### src/rtl/rv32i_pkg.sv
// ---------------------------------------------------------------------------
// rv32i_pkg
// Shared type and constant definitions for the RV32I cores: ALU operation
// encodings, major opcodes, the multi-cycle controller state set, and the
// enumerations used for the PC, writeback and trap-cause selects.
// No ports (package).
// ---------------------------------------------------------------------------
package rv32i_pkg;

    // ALU operation encodings, shared with the data_path ALU.
    typedef enum logic [3:0] {
        ALU_ADD  = 4'd0,
        ALU_SUB  = 4'd1,
        ALU_SLL  = 4'd2,
        ALU_SLT  = 4'd3,
        ALU_SLTU = 4'd4,
        ALU_XOR  = 4'd5,
        ALU_SRL  = 4'd6,
        ALU_SRA  = 4'd7,
        ALU_OR   = 4'd8,
        ALU_AND  = 4'd9
    } alu_op_t;

    // How the ALU decoder should interpret func3/func7 in a given state.
    typedef enum logic [1:0] {
        ALU_CLASS_ADD = 2'd0,
        ALU_CLASS_SUB = 2'd1,
        ALU_CLASS_R   = 2'd2,
        ALU_CLASS_I   = 2'd3
    } alu_class_t;

    // Major opcodes (IR[6:0]).
    typedef logic [6:0] opcode_t;
    localparam opcode_t OP_R_TYPE = 7'b0110011;
    localparam opcode_t OP_I_ALU  = 7'b0010011;
    localparam opcode_t OP_LOAD   = 7'b0000011;
    localparam opcode_t OP_STORE  = 7'b0100011;
    localparam opcode_t OP_BRANCH = 7'b1100011;
    localparam opcode_t OP_JAL    = 7'b1101111;
    localparam opcode_t OP_JALR   = 7'b1100111;
    localparam opcode_t OP_LUI    = 7'b0110111;
    localparam opcode_t OP_AUIPC  = 7'b0010111;

    // Multi-cycle controller states.
    typedef enum logic [3:0] {
        S_HALT   = 4'd0,
        S_FETCH  = 4'd1,
        S_DECODE = 4'd2,
        S_EXEC_R = 4'd3,
        S_EXEC_I = 4'd4,
        S_ADDR   = 4'd5,
        S_MEM_RD = 4'd6,
        S_MEM_WR = 4'd7,
        S_WB_ALU = 4'd8,
        S_WB_MEM = 4'd9,
        S_BRANCH = 4'd10,
        S_JAL    = 4'd11,
        S_JALR   = 4'd12,
        S_UPPER  = 4'd13,
        S_TRAP   = 4'd14
    } mc_state_t;

    typedef enum logic [1:0] {
        PC_PLUS4  = 2'd0,
        PC_TARGET = 2'd1,
        PC_JALR   = 2'd2
    } pc_sel_t;

    typedef enum logic [1:0] {
        WB_ALU = 2'd0,
        WB_MEM = 2'd1,
        WB_PC4 = 2'd2
    } wb_sel_t;

    typedef enum logic [1:0] {
        TRAP_NONE        = 2'd0,
        TRAP_ILLEGAL     = 2'd1,
        TRAP_MEM_TIMEOUT = 2'd2
    } trap_cause_t;

    // ALU operand select encodings.
    localparam logic [1:0] SRC_A_RS1  = 2'd0;
    localparam logic [1:0] SRC_A_PC   = 2'd1;
    localparam logic [1:0] SRC_A_ZERO = 2'd2;
    localparam logic [1:0] SRC_B_RS2  = 2'd0;
    localparam logic [1:0] SRC_B_IMM  = 2'd1;
    localparam logic [1:0] SRC_B_FOUR = 2'd2;

endpackage

### src/rtl/rv32i_alu_decode.sv
// ---------------------------------------------------------------------------
// rv32i_alu_decode
// Combinational mapping of {opcode class, func3, func7} to an ALU operation.
// Ports:
//   alu_class : forced ADD / forced SUB / R-type / I-type interpretation
//   func3     : IR[14:12]
//   func7     : IR[30]
//   alu_ctrl  : resulting ALU operation
// ---------------------------------------------------------------------------
module rv32i_alu_decode
    import rv32i_pkg::*;
(
    input  alu_class_t alu_class,
    input  logic [2:0] func3,
    input  logic       func7,
    output alu_op_t    alu_ctrl
);

    // IR[30] only distinguishes SUB (R-type) and SRA/SRAI; for ADDI it is
    // part of the immediate and must be ignored.
    always_comb begin
        alu_ctrl = ALU_ADD;
        if (alu_class == ALU_CLASS_SUB) begin
            alu_ctrl = ALU_SUB;
        end else if (alu_class == ALU_CLASS_R || alu_class == ALU_CLASS_I) begin
            case (func3)
                3'b000: begin
                    if (alu_class == ALU_CLASS_R && func7) alu_ctrl = ALU_SUB;
                    else                                    alu_ctrl = ALU_ADD;
                end
                3'b001: alu_ctrl = ALU_SLL;
                3'b010: alu_ctrl = ALU_SLT;
                3'b011: alu_ctrl = ALU_SLTU;
                3'b100: alu_ctrl = ALU_XOR;
                3'b101: begin
                    if (func7) alu_ctrl = ALU_SRA;
                    else       alu_ctrl = ALU_SRL;
                end
                3'b110: alu_ctrl = ALU_OR;
                3'b111: alu_ctrl = ALU_AND;
            endcase
        end
    end

endmodule

### src/rtl/rv32i_mc_control.sv
// ---------------------------------------------------------------------------
// rv32i_mc_control
// Multi-cycle control unit for the RV32I core. Sequences fetch, decode,
// execute, memory and writeback through a shared memory port with a
// req/ready handshake, traps on illegal instructions and memory timeouts,
// and keeps cycle / retired-instruction counters.
// Ports:
//   clk, reset          : clock, asynchronous active-high reset
//   start               : leaves S_HALT (RESET_TO_FETCH = 0 only)
//   opcode/func3/func7  : instruction register fields
//   zero/less/less_u    : ALU comparison flags for branches
//   mem_ready           : memory completes the current request this cycle
//   mem_req/mem_we      : memory request valid / request is a write
//   addr_sel            : memory address select (0 PC, 1 ALU result reg)
//   ir_write, pc_write  : IR latch / PC update strobes
//   pc_sel              : PC source (PC+4, target, JALR)
//   alu_src_a/b, alu_ctrl : ALU operand selects and operation
//   reg_write, wb_sel   : register file write enable and writeback source
//   trap, trap_cause    : sticky fault flag and cause
//   cycle_count, instret_count : performance counters (wrap on overflow)
// ---------------------------------------------------------------------------
module rv32i_mc_control
    import rv32i_pkg::*;
#(
    parameter int CNT_W          = 32,
    parameter int MEM_TIMEOUT    = 16,
    parameter bit RESET_TO_FETCH = 1'b1
)(
    input  logic             clk,
    input  logic             reset,
    input  logic             start,
    input  logic [6:0]       opcode,
    input  logic [2:0]       func3,
    input  logic             func7,
    input  logic             zero,
    input  logic             less,
    input  logic             less_u,
    input  logic             mem_ready,
    output logic             mem_req,
    output logic             mem_we,
    output logic             addr_sel,
    output logic             ir_write,
    output logic             pc_write,
    output logic [1:0]       pc_sel,
    output logic [1:0]       alu_src_a,
    output logic [1:0]       alu_src_b,
    output logic [3:0]       alu_ctrl,
    output logic             reg_write,
    output logic [1:0]       wb_sel,
    output logic             trap,
    output logic [1:0]       trap_cause,
    output logic [CNT_W-1:0] cycle_count,
    output logic [CNT_W-1:0] instret_count
);

    localparam int WAIT_W = $clog2(MEM_TIMEOUT + 1);
    localparam logic [WAIT_W-1:0] WAIT_LIMIT = WAIT_W'(MEM_TIMEOUT - 1);

    mc_state_t         state;
    mc_state_t         next_state;
    trap_cause_t       next_cause;
    trap_cause_t       cause_q;
    logic [6:0]        op_q;
    logic [2:0]        func3_q;
    logic              func7_q;
    logic [WAIT_W-1:0] wait_cnt;
    logic              retire;
    logic              timeout_hit;
    logic              branch_taken;
    logic              branch_illegal;
    alu_class_t        alu_class;
    alu_op_t           alu_op;

    rv32i_alu_decode u_alu_decode (
        .alu_class (alu_class),
        .func3     (func3_q),
        .func7     (func7_q),
        .alu_ctrl  (alu_op)
    );

    assign alu_ctrl   = alu_op;
    assign trap_cause = cause_q;

    // The request has been waiting WAIT_LIMIT cycles already and is still
    // unanswered this cycle; a ready arriving now takes priority.
    assign timeout_hit = mem_req && !mem_ready && (wait_cnt == WAIT_LIMIT);

    assign branch_illegal = (func3_q == 3'b010) || (func3_q == 3'b011);

    // Branch condition from the latched func3; reserved encodings never take.
    always_comb begin
        branch_taken = 1'b0;
        case (func3_q)
            3'b000:  branch_taken = zero;
            3'b001:  branch_taken = !zero;
            3'b100:  branch_taken = less;
            3'b101:  branch_taken = !less;
            3'b110:  branch_taken = less_u;
            3'b111:  branch_taken = !less_u;
            default: branch_taken = 1'b0;
        endcase
    end

    // Next-state, trap cause and retirement decode. Decode uses the live IR
    // fields because the IR was written on the fetch-completion edge; every
    // later state uses the copies latched while leaving S_DECODE.
    always_comb begin
        next_state = state;
        next_cause = TRAP_NONE;
        retire     = 1'b0;
        case (state)
            S_HALT: if (start) next_state = S_FETCH;
            S_FETCH: begin
                if (mem_ready) begin
                    next_state = S_DECODE;
                end else if (timeout_hit) begin
                    next_state = S_TRAP;
                    next_cause = TRAP_MEM_TIMEOUT;
                end
            end
            S_DECODE: begin
                case (opcode)
                    OP_R_TYPE:          next_state = S_EXEC_R;
                    OP_I_ALU:           next_state = S_EXEC_I;
                    OP_LOAD, OP_STORE:  next_state = S_ADDR;
                    OP_BRANCH:          next_state = S_BRANCH;
                    OP_JAL:             next_state = S_JAL;
                    OP_JALR:            next_state = S_JALR;
                    OP_LUI, OP_AUIPC:   next_state = S_UPPER;
                    default: begin
                        next_state = S_TRAP;
                        next_cause = TRAP_ILLEGAL;
                    end
                endcase
            end
            S_EXEC_R, S_EXEC_I: next_state = S_WB_ALU;
            S_ADDR: begin
                if (op_q == OP_LOAD) next_state = S_MEM_RD;
                else                 next_state = S_MEM_WR;
            end
            S_MEM_RD: begin
                if (mem_ready) begin
                    next_state = S_WB_MEM;
                end else if (timeout_hit) begin
                    next_state = S_TRAP;
                    next_cause = TRAP_MEM_TIMEOUT;
                end
            end
            S_MEM_WR: begin
                if (mem_ready) begin
                    next_state = S_FETCH;
                    retire     = 1'b1;
                end else if (timeout_hit) begin
                    next_state = S_TRAP;
                    next_cause = TRAP_MEM_TIMEOUT;
                end
            end
            S_WB_ALU, S_WB_MEM, S_JAL, S_JALR: begin
                next_state = S_FETCH;
                retire     = 1'b1;
            end
            S_BRANCH: begin
                if (branch_illegal) begin
                    next_state = S_TRAP;
                    next_cause = TRAP_ILLEGAL;
                end else begin
                    next_state = S_FETCH;
                    retire     = 1'b1;
                end
            end
            S_UPPER: next_state = S_WB_ALU;
            S_TRAP:  next_state = S_TRAP;
            default: next_state = S_TRAP;
        endcase
    end

    // Moore output decode. Holding reset forces every strobe and select to
    // zero at once, even though the state register already shows S_FETCH.
    always_comb begin
        mem_req   = 1'b0;
        mem_we    = 1'b0;
        addr_sel  = 1'b0;
        ir_write  = 1'b0;
        pc_write  = 1'b0;
        pc_sel    = PC_PLUS4;
        alu_src_a = SRC_A_RS1;
        alu_src_b = SRC_B_RS2;
        reg_write = 1'b0;
        wb_sel    = WB_ALU;
        alu_class = ALU_CLASS_ADD;
        if (!reset) begin
            case (state)
                S_FETCH: begin
                    mem_req   = 1'b1;
                    alu_src_a = SRC_A_PC;
                    alu_src_b = SRC_B_FOUR;
                    ir_write  = mem_ready;
                    pc_write  = mem_ready;
                end
                S_DECODE: begin
                    alu_src_a = SRC_A_PC;
                    alu_src_b = SRC_B_IMM;
                end
                S_EXEC_R: alu_class = ALU_CLASS_R;
                S_EXEC_I: begin
                    alu_class = ALU_CLASS_I;
                    alu_src_b = SRC_B_IMM;
                end
                S_ADDR: alu_src_b = SRC_B_IMM;
                S_MEM_RD: begin
                    mem_req  = 1'b1;
                    addr_sel = 1'b1;
                end
                S_MEM_WR: begin
                    mem_req  = 1'b1;
                    mem_we   = 1'b1;
                    addr_sel = 1'b1;
                end
                S_WB_ALU: reg_write = 1'b1;
                S_WB_MEM: begin
                    reg_write = 1'b1;
                    wb_sel    = WB_MEM;
                end
                S_BRANCH: begin
                    alu_class = ALU_CLASS_SUB;
                    if (branch_taken) begin
                        pc_write = 1'b1;
                        pc_sel   = PC_TARGET;
                    end
                end
                S_JAL: begin
                    pc_write  = 1'b1;
                    pc_sel    = PC_TARGET;
                    reg_write = 1'b1;
                    wb_sel    = WB_PC4;
                end
                S_JALR: begin
                    alu_src_b = SRC_B_IMM;
                    pc_write  = 1'b1;
                    pc_sel    = PC_JALR;
                    reg_write = 1'b1;
                    wb_sel    = WB_PC4;
                end
                S_UPPER: begin
                    alu_src_a = (op_q == OP_LUI) ? SRC_A_ZERO : SRC_A_PC;
                    alu_src_b = SRC_B_IMM;
                end
                default: ;
            endcase
        end
    end

    // State register plus everything that must survive across cycles: the
    // latched IR fields, the memory wait counter, the sticky trap and the
    // performance counters. The wait counter restarts on every state change
    // so each memory access gets its own timeout window.
    always_ff @(posedge clk or posedge reset) begin
        if (reset) begin
            if (RESET_TO_FETCH) state <= S_FETCH;
            else                state <= S_HALT;
            op_q          <= '0;
            func3_q       <= '0;
            func7_q       <= 1'b0;
            wait_cnt      <= '0;
            trap          <= 1'b0;
            cause_q       <= TRAP_NONE;
            cycle_count   <= '0;
            instret_count <= '0;
        end else begin
            if (state != S_HALT) cycle_count <= cycle_count + CNT_W'(1);
            if (retire) instret_count <= instret_count + CNT_W'(1);
            if (next_state != state) begin
                wait_cnt <= '0;
            end else if (mem_req && !mem_ready) begin
                wait_cnt <= wait_cnt + WAIT_W'(1);
            end
            if (state == S_DECODE) begin
                op_q    <= opcode;
                func3_q <= func3;
                func7_q <= func7;
            end
            if (next_state == S_TRAP && state != S_TRAP) begin
                trap    <= 1'b1;
                cause_q <= next_cause;
            end
            state <= next_state;
        end
    end

endmodule

### config.mk
export PLATFORM = sky130hd
export DESIGN_NAME = rv32i_mc_control
export DESIGN_NICKNAME = d
export VERILOG_FILES = /design/src/rtl/rv32i_pkg.sv /design/src/rtl/rv32i_alu_decode.sv /design/src/rtl/rv32i_mc_control.sv
export SDC_FILE = /design/constraint.sdc
export NUM_CORES = 1
export LEC_CHECK = 0
export ABC_AREA = 1
export BUFFER_PORTS_ARGS = -buffer_cell sky130_fd_sc_hd__buf_2
export CORE_ASPECT_RATIO = 0.75
export CORE_MARGIN = 3
export CORE_UTILIZATION = 25
export DETAILED_ROUTE_END_ITERATION = 10
export HOLD_SLACK_MARGIN = 0.15
export PLACE_DENSITY = 0.52
export SLEW_MARGIN = 20
export SYNTH_ARGS = -nofsm -noshare
export SYNTH_HDL_FRONTEND = slang
export SYNTH_SLANG_ARGS = --single-unit
### constraint.sdc
create_clock -name clk -period 7.2 [get_ports clk]
set_clock_uncertainty 0.1 [all_clocks]
set_input_delay 0 -clock clk [delete_from_list [all_inputs] [get_ports clk]]
set_output_delay 0 -clock clk [all_outputs]
set_load 0.05 [all_outputs]
After elaboration in Yosys (flattened, before gate mapping)

Index checks and enable logic that the tools add are counted.
W data, S select, Z words.

Muxes and demuxes: 50
Equal/unequal tests: 38
Divide/modulo/power cells: 0
Reductions and logical operators: 24
Bitwise logic cells: 0
Multipliers: 0
Shift operators: 0
Add/sub/neg operators: 3
$lt $le $gt $ge: 0

Operator list:

| kind                    | count |
|---|---|
| $add A32 B1 Y32 const B | 2 |
| $pmux W4 S9             | 1 |
| $mux W4                 | 8 |
| $pmux W4 S8             | 1 |
| $eq A4 B4 Y1 const B    | 7 |
| $eq A7 B6 Y1 const B    | 4 |
| $pmux W4 S7             | 1 |
| $eq A7 B7 Y1 const B    | 3 |
| $mux W1                 | 20 |
| $pmux W2 S3             | 3 |
| $eq A4 B3 Y1 const B    | 4 |
| $mux W2                 | 8 |
| $eq A7 B2 Y1 const B    | 2 |
| $eq A7 B5 Y1 const B    | 2 |
| $eq A3 B3 Y1 const B    | 4 |
| $pmux W2 S2             | 3 |
| $mux W5                 | 2 |
| $reduce_or A2 Y1        | 5 |
| $reduce_or A9 Y1        | 1 |
| $eq A4 B2 Y1 const B    | 2 |
| $eq A3 B2 Y1 const B    | 2 |
| $pmux W1 S3             | 2 |
| $pmux W1 S6             | 1 |
| $reduce_or A3 Y1        | 2 |
| 17 further kinds        | 25 |

Bits in latches: 0
Input bits: 18
Flip-flop bits (word level): 87
Memories: 0
Output and inout bits: 85
Bits in writable memories: 0
ROM bits: 0
Word-level logic and storage cells: 124

Depth between registers and ports, before layout

Gate-level depths: netlist (run 1).

Depth in word-level cells: 11
Depth in mapped cells: 12
Gate-level depth less buffers: 12

Modules after synthesis

From an unflattened synthesis (run 1), not the netlist that was laid out.

Cells, all modules: 668
Area total of the unflattened synthesis: 5388.9 um^2

Modules (own cells, without submodules):

| module           | instances | sequential area each (um^2) | cells an instance | area each (um^2) |
|---|---|---|---|---|
| rv32i_mc_control | 1         | 2178.3                      | 645               | 5288.8 |
| rv32i_alu_decode | 1         | 0.0                         | 23                | 100.1 |

Worst setup path before layout (run 1)

OpenSTA, ideal clock, no wires.

Kind: input -> register
Start point: in reset
End point: reg wait_cnt[0]
Required time: 7.014 ns
Stages on the path: 11
Path buffers: 0
Arrival: 3.367 ns
Slack: 3.647 ns
Library setup time: 0.086 ns
Cells stage by stage: inv_1 -> nand4_1 -> nand2_2 -> nand3_2 -> nand2_1 -> nand2_1 -> nand3_2 -> nand2_1 -> nand2_1 -> nand2_1 -> nor3_1

Word-level cells in the longest chain between the ends: 8
Elaborated cells between the ends (all ways): 11
Those cells by class: 1 x eq/ne; 7 x mux; 3 x reduce/logical

Ends and longest elaborated chain:

| element                                              | line                                                                      | source |
|---|---|---|
| start: declaration                                   | rv32i_mc_control.sv:30                                                    | `input logic reset,` |
| $mux W1 (*)                                          | rv32i_mc_control.sv:191                                                   | `if (!reset) begin` |
| net mem_req                                          | rv32i_mc_control.sv:39                                                    | `output logic mem_req,` |
| $logic_and A1 B1 Y1 (*) (2 in series)                | rv32i_mc_control.sv:86                                                    | `assign timeout_hit = mem_req && !mem_ready && (wait_cnt == WAIT_LIMIT);` |
| $mux W4 (*)                                          | rv32i_mc_control.sv:116, rv32i_mc_control.sv:144, rv32i_mc_control.sv:153 |  |
| $mux W4 (on tied branches)                           | rv32i_mc_control.sv:150, rv32i_mc_control.sv:114, rv32i_mc_control.sv:142 |  |
| $pmux W4 S9 (*)                                      | rv32i_mc_control.sv:111                                                   | `case (state)` |
| net next_state[1]                                    | rv32i_mc_control.sv:60                                                    | `mc_state_t next_state;` |
| $ne A4 B4 Y1 (*)                                     | rv32i_mc_control.sv:272                                                   | `if (next_state != state) begin` |
| $mux W5 / $reduce_bool A2 Y1 (equally long branches) | -                                                                         |  |
| end signal: assignment                               | rv32i_mc_control.sv:275                                                   | `wait_cnt <= wait_cnt + WAIT_W'(1);` |
| end: declaration                                     | rv32i_mc_control.sv:66                                                    | `logic [WAIT_W-1:0] wait_cnt;` |

Mark *: on every way through the listed nets, which the timed path passes. The rest lies on a longest branch.
A chain may end at the register's enable or synchronous reset.

Final worst setup path (run 1)

Start point: reg state[1]
End point: out alu_src_a[0]

Word-level cells in the longest chain between the ends: 4
Elaborated cells between the ends (all ways): 6
Those cells by class: 3 x eq/ne; 2 x mux; 1 x reduce/logical

Ends and longest elaborated chain:

| element                                             | line                    | source |
|---|---|---|
| start: declaration                                  | rv32i_mc_control.sv:59  | `mc_state_t state;` |
| start signal: assignment                            | rv32i_mc_control.sv:286 | `state <= next_state;` |
| $eq A4 B2 Y1 / $eq A4 B1 Y1 (equally long branches) | rv32i_mc_control.sv:192 | `case (state)` |
| $reduce_or A2 Y1 (no line)                          | -                       |  |
| $pmux W2 S2 (*)                                     | rv32i_mc_control.sv:192 |  |
| $mux W2 (*)                                         | rv32i_mc_control.sv:191 |  |
| end: declaration                                    | rv32i_mc_control.sv:45  | `output logic [1:0] alu_src_a,` |

Every way passes the cells marked *; elsewhere a longest branch is shown, timed or not.

==> results of run 1 <==
==> through the flow <==
stage          area, sq um  hold WS, ns  utilization, %  total power, mW  setup slack, ns
4_1_cts               6320        0.185            32.1             1.90             4.37
2_1_floorplan         5100       0.0166               -             1.24             3.65
3_5_place_dp          5890      0.00556            30.0             1.41             4.67
5_1_grt               6320        0.218            32.1             2.01             4.17
6_report              6320        0.183            32.1             1.87             4.44
3_3_place_gp          5890      0.00952            30.0             1.41             4.69
==> final cells by class <==
| type | instances | area [sq um] | area share, % |
|---|---|---|---|
| clock inverter | 7 | 52.6 | 0.832 |
| sequential | 87 | 2180 | 34.5 |
| tap | 253 | 317 | 5.01 |
| multi-input combinational | 465 | 2590 | 41.0 |
| timing repair buffer | 119 | 676 | 10.7 |
| inverter | 72 | 278 | 4.40 |
| clock buffer | 9 | 225 | 3.56 |
==> tightest hold or removal path: cells and delay by family <==
kind                   cells  cell delay [ns]
buffers and inverters      3             1.03
==> cells in the final DEF, fill, tap and decap left out, types with 6 or more instances in the layout <==
master	n
a21oi_1	6
buf_2	102
clkbuf_16	9
dfrtp_1	86
dlygate4sd3_1	15
inv_1	65
nand2_1	144
nand2_2	8
nand3_1	28
nand4_1	23
nor2_1	77
nor2_2	9
nor2_4	6
nor3_1	30
nor4_1	9
o21ai_0	25
xnor2_1	24
xor2_1	42
==> kinds of logic after synthesis <==
kind of cell,after synthesis
compound gates,38
xor+xnor,66
fa+ha+maj,4
buf+inv,81
flops,87
mux,4
simple gates,353
==> registers in the layout (all words and copies together) (netlist names) <==
| register | count |
|---|---|
| trap_cause | 2 |
| func7_q | 1 |
| state | 4 |
| wait_cnt | 5 |
| trap | 1 |
| op_q | 7 |
| cycle_count | 32 |
| func3_q | 3 |
| instret_count | 32 |
==> power groups by stage <==
stage | registers [mW] | logic (mW) | clock network, mW
6_report | 0.665 | 0.750 | 0.458
4_1_cts | 0.664 | 0.757 | 0.480
3_3_place_gp | 0.671 | 0.741 | 0
5_1_grt | 0.681 | 0.837 | 0.494
3_5_place_dp | 0.672 | 0.742 | 0
2_1_floorplan | 0.780 | 0.461 | 0
==> layer usage <==
metal  vias to the layer above  wire length, um  global-route usage (%)
li1                       2289                -                       -
met1                      2137             7330                    19.6
met2                       127             5670                    18.7
met3                        23              823                    3.11
met4                         0              216                    3.88
met5                         -                0                       0
==> how the worst min path moves through the flow <==
stage / from / to / slack (ns) / depth (start not counted)
after floorplan: opcode[0] / op_q[0]$_DFFE_PP0P_ / 0.02 / 2
after global placement: reset / trap_cause[0]$_DFFE_PP0P_ / 0.01 / 2
after detailed placement: reset / trap_cause[0]$_DFFE_PP0P_ / 0.006 / 2
after CTS: reset / trap_cause[0]$_DFFE_PP0P_ / 0.19 / 3
after global routing: reset / op_q[2]$_DFFE_PP0P_ / 0.22 / 3
final: reset / state[3]$_DFF_PP0_ / 0.18 / 3
==> cell usage after synthesis (all sizes together) <==
| cell type | n | share of area [%] |
|---|---|---|
| a31oi | 2 | 0.25 |
| a211oi | 1 | 0.15 |
| xnor2 | 24 | 4.1 |
| nand3b | 2 | 0.37 |
| inv | 69 | 5.1 |
| nor3 | 34 | 3.9 |
| o22ai | 1 | 0.12 |
| ha | 4 | 0.98 |
| nand2 | 157 | 13 |
| nand4 | 24 | 3.1 |
| nor4 | 9 | 1.1 |
| nand3 | 33 | 3.7 |
| clkinv | 3 | 0.34 |
| a21oi | 6 | 0.59 |
| clkbuf | 3 | 0.22 |
| o21a | 1 | 0.15 |
| dfstp | 1 | 0.52 |
| xor2 | 42 | 7.2 |
| o21ai | 26 | 2.6 |
| o2111ai | 1 | 0.17 |
| nor2 | 94 | 8.9 |
| dfrtp | 86 | 42 |
| mux2i | 1 | 0.20 |
| mux2 | 3 | 0.66 |
| buf | 6 | 0.74 |
==> timing repair <==
item                                   in CTS  in global routing
hold buffers                               15                  0
setup buffers                               0                  0
endpoints found under the hold margin      32                  0
==> impl_metrics.env, run 1 <==
export IMPL_status="completed"
export IMPL_grt_pass1_vias=4320
export IMPL_crit_chain="nand2_2 > nor2_1 > clkinv_1 > a31oi_1 > buf_2"
export IMPL_syn_area_per_cell_sq_um=8.05
export IMPL_nFillCells=2090
export IMPL_setup_worst_path_end="alu_src_a[0]"
export IMPL_cts_buffers_inserted=9
export IMPL_cap_violations=0
export IMPL_comb_power_share_pct=40.0
export IMPL_crit_slowest_cell="dfrtp_1"
export IMPL_core_rowCount=44
export IMPL_wire_per_inst_um=13.9
export IMPL_ctsResizeCount=0
export IMPL_cts_root_buf="clkbuf_16"
export IMPL_path_class="flip-flop to output port"
export IMPL_initial_core_util_pct=25.9
export IMPL_antenna_violating_nets_post_route=0
export IMPL_synth_cells=633
export IMPL_antenna_found_initial=0
export IMPL_synthesis_nets=655
export IMPL_final_max_slew_viol_count=0
export IMPL_cp_end_kind="output port"
export IMPL_synthXorXnorAreaFrac_pct=11.3
export IMPL_fmax_ghz=0.362
export IMPL_place_hpwl_um=10600
export IMPL_p_sw_mw=0.860
export IMPL_first_iter_violations=350
export IMPL_io_buffers=102
export IMPL_r2r_end="instret_count[24]$_DFFE_PP0P_"
export IMPL_tightest_slew_ns=0.966
export IMPL_area_delta_synth_final_pct=24.0
export IMPL_cp_max_fo=10
export IMPL_max_vdd_ir_drop_mv=0.161
export IMPL_clk_pin_slew_worst_paths_ns=0.07
export IMPL_pwr_share_seq_pct=35.5
export IMPL_slew_headroom_pct=35.6
export IMPL_regToRegSetupSlack_ns=4.65
export IMPL_synthMuxAreaShare_pct=0.859
export IMPL_remaining_drc_errors=0
export IMPL_cts_tree="yes"
export IMPL_place_gp_congestion=0.869
export IMPL_clockPowerShare_pct=24.5
export IMPL_cp_start_kind="flip-flop"
export IMPL_swShare_pct=45.9
export IMPL_hp_class="input pin to asynchronous set/reset pin"
export IMPL_setup_violations=0
export IMPL_crit_buf_inv=2
export IMPL_finalCriticalPeriod_ns=2.76
export IMPL_drt_first_pass_iters=5
export IMPL_placedCellCount=981
export IMPL_cp_slowest_stage_delay_ns=0.55
export IMPL_crit_path_start="state[1]$_DFF_PP0_"
export IMPL_post_layout_nonfiller_instances=1012
export IMPL_clock_latency_ns=0.35
export IMPL_r2r_start="state[2]$_DFF_PP0_"
export IMPL_htreeDepth=3
export IMPL_required_ns=7.10
export IMPL_num_vias=4576
export IMPL_worst_r2r_path_depth=10
export IMPL_synthAdderAreaFrac_pct=0.982
export IMPL_setup_tns_ns=0
export IMPL_synth_area_sq_um=5100
export IMPL_final_nets=776
export IMPL_core_area_sq_um=19700
export IMPL_path_delay_family="buffers and inverters"
export IMPL_die_x_um=171
export IMPL_yosysWarnings=0
export IMPL_clockBufferDepth=2
export IMPL_drt_wl_total_um=14000
export IMPL_synth_yosys_seq_area_share_pct=42.7
export IMPL_grt_ovfl_total=0
export IMPL_drive_gt1_share_pct=22.5
export IMPL_synthDistinctLibCells=40
export IMPL_grt_max_degree=72
export IMPL_gr_usage_all_layers_pct=13.1
export IMPL_die_area_sq_um=22200
export IMPL_cp_num_cells=5
export IMPL_io_pins=103
export IMPL_synth_top_family_by_area="simple AND/OR/NAND/NOR gates"
export IMPL_grt_pass1_wl_um=23100
export IMPL_post_route_period_util_pct=38.4
export IMPL_die_h_um=130
export IMPL_antennaDiodeCount=0
export IMPL_synth_compound_area_share_pct=3.98
export IMPL_p_per_area_nw_per_um2=296
export IMPL_worstPathArrival_ns=2.66
export IMPL_vias_per_cell=4.52
export IMPL_clkSinkCount=87
export IMPL_p_leak_nw=3.16
export IMPL_synth_simple_area_share_pct=33.7
export IMPL_hold_viol=0
export IMPL_rsz0062_at_grt="false"
export IMPL_synth_seq_cells=87
export IMPL_p_int_mw=1.01
(Power assumes the default switching activity.)
==> run 2: changes to the inputs <==
clock period = 2.58 ns   (was 7.2 ns; I/O delays follow)
==> run 2 against run 1 <==
Total power rose to 2.9 times the previous value; largest cell class unchanged; critical endpoint is now alu_ctrl[0]; global-route usage up 0.12 points; critical path depth up 4; worst setup slack got worse by 4.2 ns; sequential cell count is the same; die area stayed put.
==> impl_metrics.env, run 2 (synthesis results as in run 1) <==
export IMPL_status="completed"
export IMPL_clk_pin_slew_worst_paths_ns=0.07
export IMPL_drive_gt1_share_pct=23.3
export IMPL_dp_slack_ns=0.447
export IMPL_place_hpwl_um=11000
export IMPL_final_cell_mix="143 x nand2_1, 102 x buf_2, 86 x dfrtp_1, 77 x nor2_1, 65 x inv_1"
export IMPL_die_h_um=130
export IMPL_drt_first_pass_iters=5
export IMPL_gr_usage_all_layers_pct=13.3
export IMPL_post_cts_buffers=0
export IMPL_grt_ovfl_total=0
export IMPL_final_max_slew_viol_count=0
export IMPL_core_rowCount=44
export IMPL_clkSinkCount=87
export IMPL_cts_root_buf="clkbuf_16"
export IMPL_wl_met1_um=7400
export IMPL_setup_slack_ns=0.252
export IMPL_vias_per_cell=4.48
export IMPL_required_ns=2.48
export IMPL_antenna_found_initial=0
export IMPL_io_pins=103
export IMPL_grt_pass1_wl_um=23200
export IMPL_grt_pass1_vias=4248
export IMPL_cp_end_kind="output port"
export IMPL_initial_core_util_pct=25.9
export IMPL_path_class="flip-flop to output port"
export IMPL_worstPathArrival_ns=2.23
export IMPL_slew_headroom_pct=37.5
export IMPL_area_delta_synth_final_pct=25.8
export IMPL_cp_start_kind="flip-flop"
export IMPL_clockBufferDepth=2
export IMPL_setup_tns_ns=0
export IMPL_htreeDepth=3
export IMPL_num_vias=4559
export IMPL_final_common_cell="nand2_1"
export IMPL_die_x_um=171
export IMPL_die_area_sq_um=22200
export IMPL_drt_wl_total_um=14300
export IMPL_wl_met3_um=860
export IMPL_cts_tree="yes"
export IMPL_tightest_slew_ns=0.938
export IMPL_finalCriticalPeriod_ns=2.33
export IMPL_final_nets=782
export IMPL_highest_layer="met4"
export IMPL_antennaDiodeCount=0
export IMPL_max_vdd_ir_drop_mv=0.378
export IMPL_place_gp_congestion=0.879
export IMPL_remaining_drc_errors=0
export IMPL_cp_max_fo=8
export IMPL_grt_max_degree=69
export IMPL_fmax_ghz=0.430
export IMPL_wl_met2_um=5840
export IMPL_hp_class="input pin to flip-flop"
export IMPL_clock_latency_ns=0.35
export IMPL_post_route_period_util_pct=90.2
export IMPL_core_area_sq_um=19700
export IMPL_first_iter_violations=352
export IMPL_p_per_area_nw_per_um2=844
export IMPL_rsz0062_at_grt="false"
export IMPL_hold_viol=0
export IMPL_setup_violations=0
export IMPL_top_regs="cycle_count (32), instret_count (32), op_q (7)"
export IMPL_antenna_violating_nets_post_route=0
export IMPL_io_buffers=102
export IMPL_wire_per_inst_um=14.0
export IMPL_cap_violations=0
export IMPL_p_leak_nw=3.19
export IMPL_nFillCells=2074
export IMPL_cts_buffers_inserted=9
-- run 2: worst paths after layout --
check                           slack, ns               start  cells after the start                       endpoint
worst min-delay path                 0.30               func7                      4            func7_q$_DFFE_PP0P_
worst max register to register       0.39  state[1]$_DFF_PP0_                      8             state[0]$_DFF_PP1_
max in group asynchronous            1.12               reset                      4  instret_count[24]$_DFFE_PP0P_
worst min register to register       0.37    trap$_DFFE_PP0P_                      2               trap$_DFFE_PP0P_
min in group asynchronous            0.37               reset                      4             state[1]$_DFF_PP0_
worst max-delay path                 0.25  state[1]$_DFF_PP0_                      9                    alu_ctrl[0]
-- run 2: critical path, stage by stage, from the launching register on --
cell     delay (ns)
dfrtp_1        0.55
inv_2          0.14
nand2_4        0.15
nor2_1         0.07
o21ai_0        0.25
a31oi_1        0.11
o21ai_0        0.16
nand2_1        0.06
o21ai_0        0.09
buf_2          0.30
-- run 2: repair_timing --
| action | in CTS | in global routing |
|---|---|---|
| hold buffers | 15 | 0 |
| hold endpoints to repair | 104 | 0 |
| gates resized for setup | 0 | 0 |
-- run 2: final cells by class --
| cell class | instances | area (sq um) | share of cell area (%) |
|---|---|---|---|
| Multi-Input combinational cell | 465 | 2610 | 40.7 |
| Clock buffer | 9 | 225 | 3.51 |
| Sequential cell | 87 | 2180 | 34.0 |
| Clock inverter | 7 | 83.8 | 1.31 |
| Timing Repair Buffer | 125 | 721 | 11.2 |
| Inverter | 72 | 280 | 4.37 |
| Tap cell | 253 | 317 | 4.94 |
-- run 2: layer usage --
layer	global-route usage, %	vias up
li1	-	2303
met1	20.0	2096
met2	18.7	148
met3	3.29	12
met4	3.60	0
met5	0	-
-- run 2: stage by stage --
stage | hold WS, ns | area, sq um | utilization (%) | power (mW) | instances
4_1_cts | 0.279 | 6410 | 32.6 | 5.48 | 1018
6_report | 0.297 | 6410 | 32.6 | 5.41 | 1018
5_1_grt | 0.307 | 6410 | 32.6 | 5.78 | 1018
3_3_place_gp | 0.109 | 5950 | 30.3 | 4.03 | 987
3_5_place_dp | 0.116 | 5950 | 30.3 | 4.02 | 987
2_1_floorplan | 0.0166 | 5110 | - | 3.48 | 633
-- run 2: where the power goes --
group,total (mW),switching [mW],internal [mW]
Clock,1.39,0.616,0.772
Combinational,2.16,1.55,0.610
Sequential,1.86,0.261,1.60
